[src/rtl/mips_pkg.sv]
// Shared MIPS decode constants, issue-unit state encoding and FIFO payload type.
package mips_pkg;

    localparam int unsigned OP_W      = 6;
    localparam int unsigned FUNCT_W   = 6;
    localparam int unsigned INSTR_W   = 32;
    localparam int unsigned ADDR_W    = 32;

    localparam int unsigned OP_MSB    = 31;
    localparam int unsigned OP_LSB    = 26;
    localparam int unsigned FUNCT_MSB = 5;
    localparam int unsigned FUNCT_LSB = 0;

    typedef enum logic [1:0] {
        IDLE = 2'd0,
        RUN  = 2'd1,
        DROP = 2'd2
    } issue_state_e;

    typedef struct packed {
        logic [ADDR_W-1:0]  pc;
        logic [INSTR_W-1:0] instr;
    } issue_entry_t;

    function automatic logic [OP_W-1:0] op_field(input logic [INSTR_W-1:0] instr);
        return instr[OP_MSB:OP_LSB];
    endfunction

    function automatic logic [FUNCT_W-1:0] funct_field(input logic [INSTR_W-1:0] instr);
        return instr[FUNCT_MSB:FUNCT_LSB];
    endfunction

endpackage

[src/rtl/instr_issue_unit_if.sv]
// Fetch-memory and decode-issue signals of the instruction issue unit.
interface instr_issue_unit_if;
    import mips_pkg::*;

    logic                 imem_req_o;
    logic [ADDR_W-1:0]    imem_addr_o;
    logic [INSTR_W-1:0]   imem_data_i;
    logic                 redirect_i;
    logic [ADDR_W-1:0]    redirect_pc_i;
    logic                 issue_valid_o;
    logic                 issue_ready_i;
    logic [INSTR_W-1:0]   instr_o;
    logic [ADDR_W-1:0]    pc_o;
    logic [OP_W-1:0]      op_field_o;
    logic [FUNCT_W-1:0]   function_field_o;

    modport master (
        output imem_req_o, imem_addr_o,
        input  imem_data_i, redirect_i, redirect_pc_i,
        output issue_valid_o,
        input  issue_ready_i,
        output instr_o, pc_o, op_field_o, function_field_o
    );

    modport slave (
        input  imem_req_o, imem_addr_o,
        output imem_data_i, redirect_i, redirect_pc_i,
        input  issue_valid_o,
        output issue_ready_i,
        input  instr_o, pc_o, op_field_o, function_field_o
    );

endinterface

[src/rtl/issue_fifo.sv]
// Synchronous {pc, instr} FIFO with push/pop/flush; DEPTH must be a power of two.
module issue_fifo
    import mips_pkg::*;
#(
    parameter  int unsigned DEPTH = 2,
    localparam int unsigned PTR_W = (DEPTH > 1) ? $clog2(DEPTH) : 1,
    localparam int unsigned CNT_W = $clog2(DEPTH + 1)
) (
    input  logic             clk,
    input  logic             rst,
    input  logic             push,
    input  logic             pop,
    input  logic             flush,
    input  issue_entry_t     din,
    output issue_entry_t     head,
    output logic [CNT_W-1:0] count
);

    issue_entry_t     mem [DEPTH];
    logic [PTR_W-1:0] wr_ptr;
    logic [PTR_W-1:0] rd_ptr;

    // Pointers wrap naturally because DEPTH is a power of two.
    always_ff @(posedge clk) begin
        if (rst) begin
            mem    <= '{default: '0};
            wr_ptr <= '0;
            rd_ptr <= '0;
            count  <= '0;
        end else if (flush) begin
            wr_ptr <= '0;
            rd_ptr <= '0;
            count  <= '0;
        end else begin
            if (push) begin
                mem[wr_ptr] <= din;
                wr_ptr      <= wr_ptr + PTR_W'(1);
            end
            if (pop) begin
                rd_ptr <= rd_ptr + PTR_W'(1);
            end
            case ({push, pop})
                2'b10:   count <= count + CNT_W'(1);
                2'b01:   count <= count - CNT_W'(1);
                default: count <= count;
            endcase
        end
    end

    assign head = mem[rd_ptr];

endmodule

[src/rtl/instr_issue_unit.sv]
// Fetches MIPS words from a 1-cycle synchronous imem, buffers and issues them to decode.
// Optional stall counter output enabled by defining ISSUE_PERF_CNT_EN.
module instr_issue_unit
    import mips_pkg::*;
#(
    parameter int unsigned       FIFO_DEPTH = 2,
    parameter logic [ADDR_W-1:0] PC_RESET   = 32'h0000_0000
) (
    input  logic               clk_i,
    input  logic               rst_i,
    instr_issue_unit_if.master bus
`ifdef ISSUE_PERF_CNT_EN
    ,
    output logic [31:0]        stall_cnt_o
`endif
);

    localparam int unsigned CNT_W = $clog2(FIFO_DEPTH + 1);

    issue_state_e      state_q;
    logic [ADDR_W-1:0] pc_q;
    logic              inflight_q;
    logic [CNT_W-1:0]  count;
    logic [CNT_W:0]    occupancy;
    issue_entry_t      head;
    issue_entry_t      tail_entry;
    logic              req_c;
    logic              redirect_c;
    logic              push_c;
    logic              pop_c;
    logic              valid_c;
    logic              unused_pc_bits;

    assign unused_pc_bits = ^bus.redirect_pc_i[1:0];

    // The outstanding response is counted against FIFO capacity.
    assign occupancy = {1'b0, count} + (CNT_W + 1)'(inflight_q);
    assign valid_c   = (count != '0);

    always_comb begin
        redirect_c = 1'b0;
        req_c      = 1'b0;
        push_c     = 1'b0;
        pop_c      = valid_c && bus.issue_ready_i;
        if (state_q != IDLE) begin
            redirect_c = bus.redirect_i;
        end
        if (state_q == RUN) begin
            req_c = (occupancy < (CNT_W + 1)'(FIFO_DEPTH)) && !bus.redirect_i;
        end
        if (state_q != DROP) begin
            push_c = inflight_q;
        end
    end

    assign tail_entry = '{pc: pc_q - 32'd4, instr: bus.imem_data_i};

    always_ff @(posedge clk_i) begin
        if (rst_i) begin
            state_q    <= IDLE;
            pc_q       <= PC_RESET;
            inflight_q <= 1'b0;
        end else begin
            // Memory answers exactly one cycle after a request.
            inflight_q <= req_c;
            case (state_q)
                IDLE:    state_q <= RUN;
                RUN,
                DROP:    state_q <= (redirect_c && inflight_q) ? DROP : RUN;
                default: state_q <= IDLE;
            endcase
            if (redirect_c) begin
                pc_q <= {bus.redirect_pc_i[ADDR_W-1:2], 2'b00};
            end else if (req_c) begin
                pc_q <= pc_q + 32'd4;
            end
        end
    end

    issue_fifo #(.DEPTH(FIFO_DEPTH)) u_fifo (
        .clk   (clk_i),
        .rst   (rst_i),
        .push  (push_c),
        .pop   (pop_c),
        .flush (redirect_c),
        .din   (tail_entry),
        .head  (head),
        .count (count)
    );

    assign bus.imem_req_o       = req_c;
    assign bus.imem_addr_o      = pc_q;
    assign bus.issue_valid_o    = valid_c;
    assign bus.instr_o          = head.instr;
    assign bus.pc_o             = head.pc;
    assign bus.op_field_o       = op_field(head.instr);
    assign bus.function_field_o = funct_field(head.instr);

`ifdef ISSUE_PERF_CNT_EN
    // Saturating count of cycles where decode back-pressures a valid head.
    always_ff @(posedge clk_i) begin
        if (rst_i) begin
            stall_cnt_o <= '0;
        end else if (valid_c && !bus.issue_ready_i && (stall_cnt_o != 32'hFFFF_FFFF)) begin
            stall_cnt_o <= stall_cnt_o + 32'd1;
        end
    end
`endif

endmodule

[src/flat_wrapper.sv]
// flat-port wrapper written by rule: the top's interface ports become plain ports
module instr_issue_unit_flat import mips_pkg::*;
#(
    parameter int unsigned       FIFO_DEPTH = 2,
    parameter logic [ADDR_W-1:0] PC_RESET   = 32'h0000_0000
)
  (clk_i, rst_i, bus_imem_req_o, bus_imem_addr_o, bus_imem_data_i, bus_redirect_i, bus_redirect_pc_i, bus_issue_valid_o, bus_issue_ready_i, bus_instr_o, bus_pc_o, bus_op_field_o, bus_function_field_o);
  instr_issue_unit_if bus_i ();
  input  logic clk_i;
  input  logic rst_i;
  output wire logic [$bits(bus_i.imem_req_o)-1:0] bus_imem_req_o;
  output wire logic [$bits(bus_i.imem_addr_o)-1:0] bus_imem_addr_o;
  input wire logic [$bits(bus_i.imem_data_i)-1:0] bus_imem_data_i;
  input wire logic [$bits(bus_i.redirect_i)-1:0] bus_redirect_i;
  input wire logic [$bits(bus_i.redirect_pc_i)-1:0] bus_redirect_pc_i;
  output wire logic [$bits(bus_i.issue_valid_o)-1:0] bus_issue_valid_o;
  input wire logic [$bits(bus_i.issue_ready_i)-1:0] bus_issue_ready_i;
  output wire logic [$bits(bus_i.instr_o)-1:0] bus_instr_o;
  output wire logic [$bits(bus_i.pc_o)-1:0] bus_pc_o;
  output wire logic [$bits(bus_i.op_field_o)-1:0] bus_op_field_o;
  output wire logic [$bits(bus_i.function_field_o)-1:0] bus_function_field_o;
  assign bus_imem_req_o = bus_i.imem_req_o;
  assign bus_imem_addr_o = bus_i.imem_addr_o;
  assign bus_i.imem_data_i = bus_imem_data_i;
  assign bus_i.redirect_i = bus_redirect_i;
  assign bus_i.redirect_pc_i = bus_redirect_pc_i;
  assign bus_issue_valid_o = bus_i.issue_valid_o;
  assign bus_i.issue_ready_i = bus_issue_ready_i;
  assign bus_instr_o = bus_i.instr_o;
  assign bus_pc_o = bus_i.pc_o;
  assign bus_op_field_o = bus_i.op_field_o;
  assign bus_function_field_o = bus_i.function_field_o;
  instr_issue_unit #(.FIFO_DEPTH(FIFO_DEPTH), .PC_RESET(PC_RESET)) u_core (.clk_i(clk_i), .rst_i(rst_i), .bus(bus_i));
endmodule
[config.mk]
export PLATFORM = sky130hd
export DESIGN_NAME = instr_issue_unit_flat
export DESIGN_NICKNAME = d
export VERILOG_FILES = /design/src/rtl/mips_pkg.sv /design/src/rtl/instr_issue_unit_if.sv /design/src/rtl/issue_fifo.sv /design/src/rtl/instr_issue_unit.sv /design/src/flat_wrapper.sv
export SDC_FILE = /design/constraint.sdc
export NUM_CORES = 1
export LEC_CHECK = 0
export BUFFER_PORTS_ARGS = -buffer_cell sky130_fd_sc_hd__buf_4
export CAP_MARGIN = 40
export CORE_MARGIN = 5
export CORE_UTILIZATION = 45
export DETAILED_ROUTE_END_ITERATION = 16
export PLACE_DENSITY_LB_ADDON = 0.2
export SYNTH_ARGS = -nofsm -noshare
export SYNTH_HDL_FRONTEND = slang
export SYNTH_SLANG_ARGS = --single-unit
[constraint.sdc]
create_clock -name clk_i -period 7.6 [get_ports clk_i]
set_input_delay 0.76 -clock clk_i [delete_from_list [all_inputs] [get_ports clk_i]]
set_output_delay 0.76 -clock clk_i [all_outputs]
set_load 0.01 [all_outputs]
==> Word level (Yosys, flattened, before mapping) <==
Index checks and enable logic that the tools add are counted.
{ "word_totals": {"word_cells": 57, "register_bits": 167, "input_bits": 68, "out_inout_bits": 110} }
{ "op_classes": {"n_eq_ne": 5, "magnitude_cmp": 4, "reduce_logical": 13, "bitwise_logic": 3, "mux": 14, "n_addsub": 7} }
{ "ops": {"columns": ["operator", "count"], "rows": [
  ["64-bit two-way mux", 4],
  ["128-bit bitwise mux", 1],
  ["64-bit demux with 1-bit select", 1],
  ["32-bit two-way mux", 2],
  ["32-bit by 3-bit adder with 32-bit output, second input constant", 1],
  ["32-bit by 3-bit subtractor with 32-bit output, second input constant", 1],
  ["2-bit case mux with 2 select lines", 2],
  ["2-bit nonzero test", 4],
  ["2-bit by 1-bit == test with 1-bit output, second input constant", 2],
  ["2-bit == test, second input constant", 2],
  ["2-bit greater-or-equal comparator, second input constant", 2],
  ["1-bit logical AND", 4],
  ["1-bit NOT with 2-bit output", 2],
  ["2-bit OR reduction", 2],
  ["2-bit by 1-bit adder with 3-bit output", 1],
  ["3-bit by 2-bit < comparator with 1-bit output, second input constant", 1],
  ["1-bit two-way mux", 3],
  ["1-bit adder, second input constant", 2],
  ["2-bit by 1-bit adder with 2-bit output, second input constant", 1],
  ["2-bit zero test", 1],
  ["2-bit by 1-bit < comparator with 1-bit output, second input constant", 1],
  ["2-bit two-way mux", 1],
  ["2-bit inequality test, second input constant", 1],
  ["2-bit AND reduction", 1],
  ["3 further kinds", 3]
]} }

==> Logic depth before layout (Yosys ltp) <==
{ "depth": {"depth_word": 6, "ltp_mapped": 9, "ltp_nobuf": 9} }

==> Cells and area by module <==
A second synthesis with hierarchy kept.
{ "unflattened": {"hier_cells": 973, "hier_area_um2": 7976.4} }
{ "modules_own_cells": {"columns": ["mod", "n_inst", "seq_area_each_um2", "cells_per_inst", "area_per_inst_um2"], "rows": [
  ["issue_fifo", 1, 2642.5, 646, 5373.9],
  ["instr_issue_unit", 1, 660.6, 327, 2602.5]
]} }

==> Least setup slack after synthesis <==
No wires, ideal clock.
{ "synth_path": {"kind": "register to register", "startpoint": "register u_core.pc_q[2] (netlist: u_core.bus.imem_addr_o[2])", "endpoint": "register u_core.u_fifo.mem[126] (netlist bit)", "arrival_time_ns": 2.349, "stages_incl_launch_ff": 10, "n_path_buf": 2, "setup_time_ns": 0.086, "path_slack_ns": 5.165, "synth_period_minus_slack_ns": 2.435, "t_required_ns": 7.514, "path_cell_list": "dfxtp_1 inv_1 ha_1 or4b_1 buf_2 or4_4 buf_6 nor3_2 xnor2_1 a211oi_1"} }
{ "synth_between": {"elab_chain_len": 2} }
{ "synth_rtl": {"columns": ["element", "line", "source"], "rows": [
  ["start, declared", "instr_issue_unit.sv:21", "logic [ADDR_W-1:0] pc_q;"],
  ["start signal, assigned", "instr_issue_unit.sv:73", "pc_q <= {bus.redirect_pc_i[ADDR_W-1:2], 2'b00};"],
  ["start signal, assigned", "instr_issue_unit.sv:75", "pc_q <= pc_q + 32'd4;"],
  ["32-bit by 3-bit subtractor with 32-bit output", "instr_issue_unit.sv:56", "assign tail_entry = '{pc: pc_q - 32'd4, instr: bus.imem_data_i};"],
  ["128-bit bitwise mux", "issue_fifo.sv:36", "mem[wr_ptr] <= din;"],
  ["end signal, assigned by index", "issue_fifo.sv:36", null],
  ["end, declared", "issue_fifo.sv:19", "issue_entry_t mem [DEPTH];"]
]} }
Every way passes these cells.
A chain may end at the register's enable or synchronous reset.

==> Final worst setup path <==
{ "layout_path": {"startpoint": "register u_core.u_fifo.rd_ptr", "endpoint": "output port bus_op_field_o[0]"} }
{ "layout_between": {"elab_chain_len": 4} }
{ "layout_rtl": {"columns": ["element", "line", "source"], "rows": [
  ["start, declared", "issue_fifo.sv:21", "logic [PTR_W-1:0] rd_ptr;"],
  ["start signal, assigned", "issue_fifo.sv:40", "rd_ptr <= rd_ptr + PTR_W'(1);"],
  ["1-bit NOT with 2-bit output (implied by the code)", "issue_fifo.sv:50", "assign head = mem[rd_ptr];"],
  ["64-bit two-way mux (implied by the code) (3 in series)", "issue_fifo.sv:50", null],
  ["end, declared", "flat_wrapper.sv:20", "output wire logic [$bits(bus_i.op_field_o)-1:0] bus_op_field_o;"]
]} }
Every way passes these cells. The select of a mux whose other input is x is not followed.

==> results.yml <==
global_routing:
  grt_remaining_overflow: 0
  grt_max_degree: 86
  grt_pass1_vias: 6260
  track_usage: 0.1955
  antenna_found_initial: 0
  grt_pass1_wl_um: 31920
worst_setup_path:
  crit_arrival_ns: 2.13
  cp_top_family: "buffers and inverters"
  crit_top_cell: "buf_4"
  path_class: "flip-flop to output port"
  worstReg2RegStart: "u_core.bus.imem_addr_o[2]"
  worstPathRequired_ns: 6.84
  path_cells: "buf_4 > mux2_2 > buf_4"
  path_depth: 3
  end_kind: "output port"
  r2r_slack_ns: 4.86
  cp_num_buf_inv: 2
  path_max_fanout: 59
  timing.rr.end: "u_core.u_fifo.mem[126]"
  start_kind: "flip-flop"
  cp-startpoint: "u_core.u_fifo.rd_ptr"
  cpMaxStageDelayCell: "buf_4"
  critical_path.endpoint: "bus_op_field_o[0]"
  ff2ff_path_depth: 7
  cp_slowest_stage_delay_ns: 0.65
routing:
  dr_total_vias: 6630
  drc_errors: 0
  routed_wl_um: 20000
  drt_first_iter_violations: 374
  routed_via_density: 5.283
  drtAntennaViolNets: 0
  wl_per_cell_um: 15.93
  first_pass_iters: 5
timing:
  max_slew.worst_pin.slew_ns: 0.8732
  finalCritPeriodShare: 0.3805
  finalMaxSlewViolations: 0
  hold_ws_ns: 0.4523
  rsz0062_at_grt: "false"
  fin_worst_skew_ns: 0.01264
  hold_viol_final: 0
  fin_tns_setup_ns: 0
  maxSlewHeadroom: 0.4179
  setup_violations: 0
  max_freq_mhz: 345.8
  setup_ws_ns: 4.708
  layout_min_cycle_time_ns: 2.892
final_layout:
  layout_common_cells: "180 x buf_4, 160 x dfxtp_1, 150 x nand2_1"
  finalNetCount: 1097
  drive_gt1_frac: 0.2899
  nFillCells: 1575
  antenna_cells: 0
  mostFrequentLayoutCell: "buf_4"
  area_growth_pct: 23.87
  final_cells: 1255
outcome:
  status: "finished clean"
power:
  cellPowerDensity_nw_per_um2: 214.0
  p_total_mw: 2.034
  max-vdd-ir-drop_mv: 0.1873
  leakagePower_nw: 3.566
placement:
  place_congestion: 0.8262
  place_ws_ns: 4.913
  hpwl_um: 13340
  portBuffers: 171
  dp.cells: 1223
die:
  die_area_um2: 19760
  ios: 178
  start_util: 0.4610
  fp.dieH_um: 140.6
  coreArea_um2: 16640
  fp.dieW_um: 140.6
  rows: 47
clocking:
  post_cts_buffers: 0
  numCtsBuffers: 17
  ctsLongestPathBuffers: 2
  worst_skew_pair.late_latency_ns: 0.42
  cts_tree: "done"
  clk_pin_slew_ns: 0.06
  post_cts_resized: 0
  cts.sinks: 161
  htreeDepth: 4
  cts_hold_buffers: 0
  cts_root_buffer: "clkbuf_16"
flow_run:
  drv_cap: 0
min_path:
  hold_start: "u_core.u_fifo.mem[1]"
  hp-class: "flip-flop to flip-flop"
synthesis:
  synth_edf_count: 0
  async_reset_ff_frac: 0
  synth_cell_types: 47
  yosysSeqAreaShare: 0.4201
  syn_area_per_cell_um2: 8.376
  yosys_register_bits: 161
  synth_cells: 916
  synth_warnings: 0
  synth-main-ff-cell: "dfxtp_1"
  syn-cell-area_um2: 7672
[flip-flops by register name, indices dropped and copies added, names as in the netlist]
register,count
u_core.u_fifo.wr_ptr,1
u_core.inflight_q,1
u_core.u_fifo.mem,124
u_core.u_fifo.rd_ptr,1
u_core.state_q,2
u_core.u_fifo.count,2
u_core.bus.imem_addr_o,30
[cell families (layout without fill, tap and decap cells)]
family	after synthesis	after routing	synth area share
mux	64	64	0.09393
buf+inv	109	225	0.06409
fa+ha+maj	7	7	0.01142
compound gates	171	171	0.1394
xor+xnor	45	45	0.05137
flops	161	161	0.4201
simple gates	358	358	0.2192
other cells	1	4	0.0004888
[report_power, final]
part	switching, mW	total [mW]	internal (mW)
clock network	0.349	0.832	0.483
logic	0.158	0.295	0.137
registers	0.0363	0.907	0.871
total	0.544	2.03	1.49
[routing by layer]
metal,up-vias,share of wire,GRT usage
met5,-,0,0
met3,16,0.051,0.03860
met4,0,0.013,0.05558
met2,152,0.46,0.3090
li1,3374,-,-
met1,3088,0.48,0.2725
[synthesized netlist by cell type, types with 9 or more instances]
master | number | area (um2)
nor4_1 | 21 | 131.4
mux2_2 | 64 | 720.7
dfxtp_1 | 161 | 3223
clkbuf_1 | 71 | 266.5
xor2_1 | 9 | 78.83
inv_1 | 10 | 37.54
xnor2_1 | 36 | 315.3
nand2_1 | 150 | 563.0
nor3_1 | 28 | 140.1
nor2_1 | 97 | 364.1
a211oi_1 | 63 | 473.0
buf_4 | 16 | 120.1
a21oi_1 | 89 | 445.4
[final cells by class]
| cell class | count | area, um2 | area share |
|---|---|---|---|
| Clock buffer | 19 | 432.9 | 0.04555 |
| Clock inverter | 13 | 137.6 | 0.01448 |
| Inverter | 10 | 37.54 | 0.003949 |
| Multi-Input combinational cell | 649 | 3978 | 0.4185 |
| Sequential cell | 161 | 3224 | 0.3393 |
| Tap cell | 220 | 275.3 | 0.02896 |
| Timing Repair Buffer | 183 | 1419 | 0.1493 |
[stage by stage]
step | utilization | area [um2]
detailed placement | 0.5368 | 8934
global route | 0.5711 | 9504
global placement | 0.5327 | 8866
CTS | 0.5711 | 9504
floorplan | - | 7684
finish | 0.5711 | 9504
[how the worst min path moves through the flow]
stage                             to  cells past startpoint
2_1_floorplan   u_core.u_fifo.mem[0]                      2
3_3_place_gp   u_core.u_fifo.mem[22]                      2
3_5_place_dp   u_core.u_fifo.mem[69]                      2
4_1_cts        u_core.u_fifo.mem[69]                      2
5_1_grt        u_core.u_fifo.mem[12]                      2
6_report        u_core.u_fifo.mem[1]                      2
[tightest hold or removal path, delay by kind of cell, from the launching register on]
family          cells  cell delay, ns
compound gates      1            0.05
flops               1            0.31
simple gates        1            0.05
(Power assumes the default switching activity.)
